**src/rtl/lc3_io_pkg.sv**
```systemverilog
// Shared LC-3 I/O constants and the keyboard bus access FSM encoding.
package lc3_io_pkg;

  localparam logic [15:0] KBSR_ADDR  = 16'hFE00;
  localparam logic [15:0] KBDR_ADDR  = 16'hFE02;
  localparam logic [7:0]  KBD_VEC    = 8'h80;
  localparam int          WR_TIMEOUT = 4;
  localparam int          WR_CNT_W   = $clog2(WR_TIMEOUT);

  localparam int FIFO_DEPTH = 4;
  localparam int FIFO_WIDTH = 5;

  typedef enum logic [2:0] {
    IDLE,
    RD_SR,
    RD_DR,
    WR_SR,
    WAIT_WR,
    DONE
  } acc_state_t;

  function automatic logic is_kbd_addr(input logic [15:0] addr);
    return (addr == KBSR_ADDR) || (addr == KBDR_ADDR);
  endfunction

endpackage

```
**src/rtl/kbd_fifo.sv**
```systemverilog
// Small synchronous key-code FIFO; push is ignored when full, pop when empty.
module kbd_fifo
  import lc3_io_pkg::*;
#(
  parameter int DEPTH = FIFO_DEPTH,
  parameter int WIDTH = FIFO_WIDTH
) (
  input  logic             clk,
  input  logic             rst_n,
  input  logic             push,
  input  logic             pop,
  input  logic [WIDTH-1:0] din,
  output logic [WIDTH-1:0] dout,
  output logic             empty,
  output logic             full
);

  localparam int AW = $clog2(DEPTH);

  logic [WIDTH-1:0] mem [DEPTH];
  logic [AW-1:0]    wr_ptr;
  logic [AW-1:0]    rd_ptr;
  logic [AW:0]      count;
  logic             do_push;
  logic             do_pop;

  assign do_push = push && !full;
  assign do_pop  = pop && !empty;
  assign empty   = (count == '0);
  assign full    = (count == (AW+1)'(DEPTH));
  assign dout    = mem[rd_ptr];

  always_ff @(posedge clk) begin
    if (do_push) mem[wr_ptr] <= din;
  end

  always_ff @(posedge clk or negedge rst_n) begin
    if (!rst_n) begin
      wr_ptr <= '0;
      rd_ptr <= '0;
      count  <= '0;
    end else begin
      if (do_push) wr_ptr <= wr_ptr + 1'b1;
      if (do_pop)  rd_ptr <= rd_ptr + 1'b1;
      case ({do_push, do_pop})
        2'b10:   count <= count + 1'b1;
        2'b01:   count <= count - 1'b1;
        default: count <= count;
      endcase
    end
  end

endmodule

```
**src/rtl/kbd_bus_if.sv**
```systemverilog
// LC-3 keyboard bus interface: KBSR/KBDR access FSM plus interrupt request logic.
// Optional build macro KBD_FIFO_EN buffers key codes in a 4-entry FIFO.
module kbd_bus_if
  import lc3_io_pkg::*;
(
  input  logic        clk,
  input  logic        rst_n,
  input  logic [15:0] mar,
  input  logic [15:0] mdr_in,
  input  logic        mem_en,
  input  logic        r_w,
  input  logic [15:0] kbsr,
  input  logic [15:0] kbdr,
  input  logic        wr,
  output logic        ld_kbsr,
  output logic [15:0] kbsr_wdata,
  output logic        readed,
  output logic [15:0] rd_data,
  output logic        mem_rdy,
  output logic        intr_req,
  output logic [7:0]  intr_vec,
  input  logic        intr_ack
);

  acc_state_t          state;
  acc_state_t          state_next;
  logic [WR_CNT_W-1:0] to_cnt;
  logic [15:0]         sr_view;
  logic [15:0]         dr_view;
  logic                ready_bit;
  logic                int_cond;
  logic                int_cond_q;
  logic                int_rise;

`ifdef KBD_FIFO_EN
  logic       fifo_push;
  logic       fifo_pop;
  logic [4:0] fifo_dout;
  logic       fifo_empty;
  logic       fifo_full;

  // Keys are only taken while idle, so a push never collides with an ld_kbsr pulse.
  assign fifo_push = kbsr[15] && !fifo_full && (state == IDLE);
  assign fifo_pop  = (state == RD_DR) && !fifo_empty;

  kbd_fifo #(.DEPTH(FIFO_DEPTH), .WIDTH(FIFO_WIDTH)) u_fifo (
    .clk   (clk),
    .rst_n (rst_n),
    .push  (fifo_push),
    .pop   (fifo_pop),
    .din   (kbdr[4:0]),
    .dout  (fifo_dout),
    .empty (fifo_empty),
    .full  (fifo_full)
  );

  assign ready_bit = !fifo_empty;
  assign sr_view   = {!fifo_empty, kbsr[14], 14'b0};
  assign dr_view   = fifo_empty ? 16'h0000 : {11'b0, fifo_dout};
  assign readed    = fifo_push;
`else
  assign ready_bit = kbsr[15];
  assign sr_view   = kbsr;
  assign dr_view   = kbdr;
  assign readed    = (state == RD_DR);
`endif

  always_ff @(posedge clk or negedge rst_n) begin
    if (!rst_n) state <= IDLE;
    else        state <= state_next;
  end

  // Writes to KBDR are dropped: the data register is read-only from the CPU side.
  always_comb begin
    state_next = state;
    ld_kbsr    = 1'b0;
    mem_rdy    = 1'b0;
    case (state)
      IDLE: begin
        if (mem_en && is_kbd_addr(mar)) begin
          if (mar == KBSR_ADDR) state_next = r_w ? WR_SR : RD_SR;
          else if (!r_w)        state_next = RD_DR;
        end
      end
      RD_SR:   state_next = DONE;
      RD_DR:   state_next = DONE;
      WR_SR: begin
        ld_kbsr    = 1'b1;
        state_next = WAIT_WR;
      end
      WAIT_WR: begin
        if (wr || (to_cnt == WR_CNT_W'(WR_TIMEOUT - 1))) state_next = DONE;
      end
      DONE: begin
        mem_rdy    = 1'b1;
        state_next = IDLE;
      end
      default: state_next = IDLE;
    endcase
  end

  always_ff @(posedge clk or negedge rst_n) begin
    if (!rst_n) begin
      rd_data    <= 16'h0000;
      kbsr_wdata <= 16'h0000;
      to_cnt     <= '0;
    end else begin
      if (state == RD_SR) rd_data <= sr_view;
      if (state == RD_DR) rd_data <= dr_view;
      if ((state == IDLE) && (state_next == WR_SR)) kbsr_wdata <= mdr_in;
      if (state == WAIT_WR) to_cnt <= to_cnt + 1'b1;
      else                  to_cnt <= '0;
    end
  end

  assign int_cond = ready_bit && kbsr[14];
  assign int_rise = int_cond && !int_cond_q;
  assign intr_vec = intr_req ? KBD_VEC : 8'h00;

  // A fresh rising edge wins over a same-cycle acknowledge.
  always_ff @(posedge clk or negedge rst_n) begin
    if (!rst_n) begin
      int_cond_q <= 1'b0;
      intr_req   <= 1'b0;
    end else begin
      int_cond_q <= int_cond;
      if (int_rise)                     intr_req <= 1'b1;
      else if (intr_ack || !kbsr[14])   intr_req <= 1'b0;
    end
  end

endmodule
```
**config.mk**
```make
export PLATFORM = sky130hd
export DESIGN_NAME = kbd_bus_if
export DESIGN_NICKNAME = d
export VERILOG_FILES = /design/src/rtl/lc3_io_pkg.sv /design/src/rtl/kbd_fifo.sv /design/src/rtl/kbd_bus_if.sv
export SDC_FILE = /design/constraint.sdc
export NUM_CORES = 1
export LEC_CHECK = 0
export CAP_MARGIN = 10
export CORE_ASPECT_RATIO = 1.4
export CORE_UTILIZATION = 32
export CTS_CLUSTER_SIZE = 10
export DETAILED_ROUTE_END_ITERATION = 10
export PLACE_DENSITY = 0.75
export SETUP_SLACK_MARGIN = 0.02
export SLEW_MARGIN = 15
export SYNTH_ARGS = -nofsm -noshare
export SYNTH_HDL_FRONTEND = slang
export SYNTH_HIERARCHICAL = 1
export SYNTH_SLANG_ARGS = --single-unit
```
**constraint.sdc**
```tcl
create_clock -name clk -period 2.35 [get_ports clk]
set_input_delay 0.47 -clock clk [delete_from_list [all_inputs] [get_ports clk]]
set_output_delay 0.47 -clock clk [all_outputs]
set_load 0.05 [all_outputs]
```
==> reports/metrics.cfg <==
[timing]
slew_headroom=0.3689
fin_worst_skew_ns=0.001530
final-max-slew-violation-count=0
worstMarginPinSlew_ns=0.9228
fmax_mhz=441.8
rsz0062_at_grt=false
min_period_over_period=0.9632
whs_ns=0.2915
setup_violations=0
hold_viol_final=0
fin_crit_ns=2.263
fin_ws_ns=0.08653

[power]
combPwrFrac=0.461
power_switching_w=0.001127
pwr-share-clk=0.204
leakagePower_nw=1.289
p_per_area_nw_per_um2=925.3
internal_power_w=0.001645
swShare=0.4065
ir_drop_mv=0.5204
seqPwrFrac=0.335

[setup_path]
r2r_cells=4
critPathRequiredTime_ns=2.52
slowest_delay_ns=0.60
startpoint_type=flip-flop
crit_type=flip-flop to flip-flop
crit_arrival_ns=2.44
r2r-start=state[2]
path_buf_inv=0
cpMostUsedCell=or4_4
path_cells=or3_1 > or4_4 > or4_4 > a22o_1
crit_fanout=8
reg2reg_to=kbsr_wdata[3]
crit_slowest_cell=or4_4
endpoint=kbsr_wdata[3]
endpoint_kind=flip-flop
path_depth=4
cp-startpoint=state[2]
regToRegSetupSlack_ns=0.09
crit_family=simple AND/OR/NAND/NOR gates

[yosys]
ys_warn_count=6
synthTopCellsByCount=dfrtp_1 (39), nand2_1 (21), a22o_1 (16), o21ai_0 (16), mux2i_1 (15)
ys_seq_area_frac=0.5603
synth_area_leaders=dfrtp_1 (56%), mux2i_1 (8.6%), a22o_1 (8.0%), o21ai_0 (4.6%), nand2_1 (4.5%)
yosysUniqueCellTypes=33
synth_enable_flop_cells=0
ys_ff_latch=39
synth_cells=155
syn-mean-instance-area_um2=11.24
syn-cell-area_um2=1742
ys.flop_type=dfrtp_1
synth_top_area_cell=dfrtp_1
yosys.area.top_type_share=0.5603
yosysMostFrequentCell=dfrtp_1
async_reset_ff_frac=1.000

[layout]
nFillCells=478
area.growth.synth_to_final_pct=71.98
drive_above_1_share=0.08679
fin_util=0.5763
finalNetCount=335
n_antenna_cell=0

[clocking]
cts_setup_buffers=0
cts.sinks=39
h-tree-depth=2
numCtsBuffers=5
clk_latency_ns=0.28
clk_pin_slew_ns=0.07
cts_tree=done
clockBufferDepth=2
root_buffer=clkbuf_8

[routing]
vias=1574
ant_nets=0
vias_per_cell=4.755
first_pass_iters=4
drc=0
routed_wl_um=4349
wl_per_cell_um=13.14
drtIter0Drc=57

[job]
cap_violations=0

[placement]
dp_hpwl_um=3217
port_buffers=106
pre_cts_slack_ns=-0.3523
place_congestion=0.7769

[global_route]
grt_pass1_wl_um=6651
antenna_found_initial=0
grt_overflow=0
grt_use_total=0.1516
grt_start_max_net_pins=40
grt_pass1_vias=1490

[min_path]
min_path_type=input pin to async pin

[floorplanning]
num_io_pins=114
num_rows=31
dieWidth_um=64.35
start_util=0.3351
dieArea_um2=5746
core_um2=5197
die_h_um=89.29

[status]
status=completed

## worst reg2reg max path: stages, from the launching register on
cell and delay [ns]:
dfrtp_1 0.39, or3_1 0.37, or4_4 0.56, or4_4 0.60, a22o_1 0.24
## per-layer routing
metal | vias up | routed length [um] | global-route usage
met1 | 735 | 1778 | 0.1727
met5 | - | 0 | 0
met2 | 75 | 2183 | 0.2641
met3 | 8 | 306 | 0.04592
met4 | 0 | 80 | 0.06263
li1 | 756 | - | -
## placed cells by master (no fill, tap or decap), types with 2 or more instances in the layout
master,n
clkdlybuf4s50_1,101
dfrtp_1,39
nand2_1,21
a22o_1,16
o21ai_0,16
mux2i_1,15
conb_1,7
buf_4,7
clkbuf_8,6
nor2_1,3
or4_4,3
and3b_1,2
and2_1,2
inv_1,2
dlymetal6s2s_1,2
## state kept, by name (all words and copies together), names as in the netlist
register	cells
kbsr_wdata	16
intr_req	1
state	3
int_cond_q	1
to_cnt	2
rd_data	16
## metrics by stage
step	std cells	total power (W)	area (um^2)	TNS [ns]
final	331	0.002772	2995	0
after global routing	331	0.002934	2995	0
after CTS	330	0.002801	2979	0
after detailed placement	322	0.002231	2861	-5.539
after global placement	322	0.002209	2861	-5.052
after floorplan	161	0.001746	1788	-0.4878
## kinds of logic after synthesis
| kind of cell | Yosys count | synth area share |
|---|---|---|
| DFF | 39 | 0.5603 |
| xor gates and xnor gates | 2 | 0.01006 |
| and+or+nand+nor | 42 | 0.1272 |
| muxes | 15 | 0.08620 |
| buffers and inverters | 19 | 0.06466 |
| adders and majority gates | 1 | 0.007183 |
| other | 1 | 0.002153 |
| AOI/OAI and AO/OA | 36 | 0.1422 |
## power groups by stage
| stage | registers [W] | logic (W) | clock network [W] |
|---|---|---|---|
| after floorplan | 0.00141 | 0.000336 | 0 |
| after global placement | 0.000938 | 0.00127 | 0 |
| after detailed placement | 0.000945 | 0.00129 | 0 |
| after CTS | 0.000932 | 0.00129 | 0.000581 |
| after global routing | 0.000949 | 0.00136 | 0.000621 |
| final | 0.000929 | 0.00128 | 0.000565 |
## worst min path at each step
stage                     slack [ns]           to  cells past startpoint       from
final                           0.29  rd_data[15]                      1      rst_n
after floorplan                 0.17   int_cond_q                      0      rst_n
after detailed placement        0.43    to_cnt[0]                      1  to_cnt[0]
after CTS                       0.32   rd_data[4]                      1      rst_n
after global placement          0.42    to_cnt[0]                      1  to_cnt[0]
after global routing            0.36  rd_data[12]                      1      rst_n
## area by class of cell
cell class | instances | area [um^2] | area share
repair buffers | 112 | 1114 | 0.3718
flip-flops and latches | 39 | 975.9 | 0.3258
multi-input cells | 104 | 698.2 | 0.2331
clock buffers | 6 | 82.58 | 0.02757
well taps | 66 | 82.58 | 0.02757
clock inverters | 2 | 35.03 | 0.01170
inverters | 2 | 7.507 | 0.002506
## timing repair
item / 4_1_cts / 5_1_grt
resized for setup: 0 / 3
hold buffers: 0 / 0
gates cloned: 0 / 1
endpoints found under the setup margin: 16 / 16
pin swaps: 1 / 12
Power figures use the tool's default switching activity.
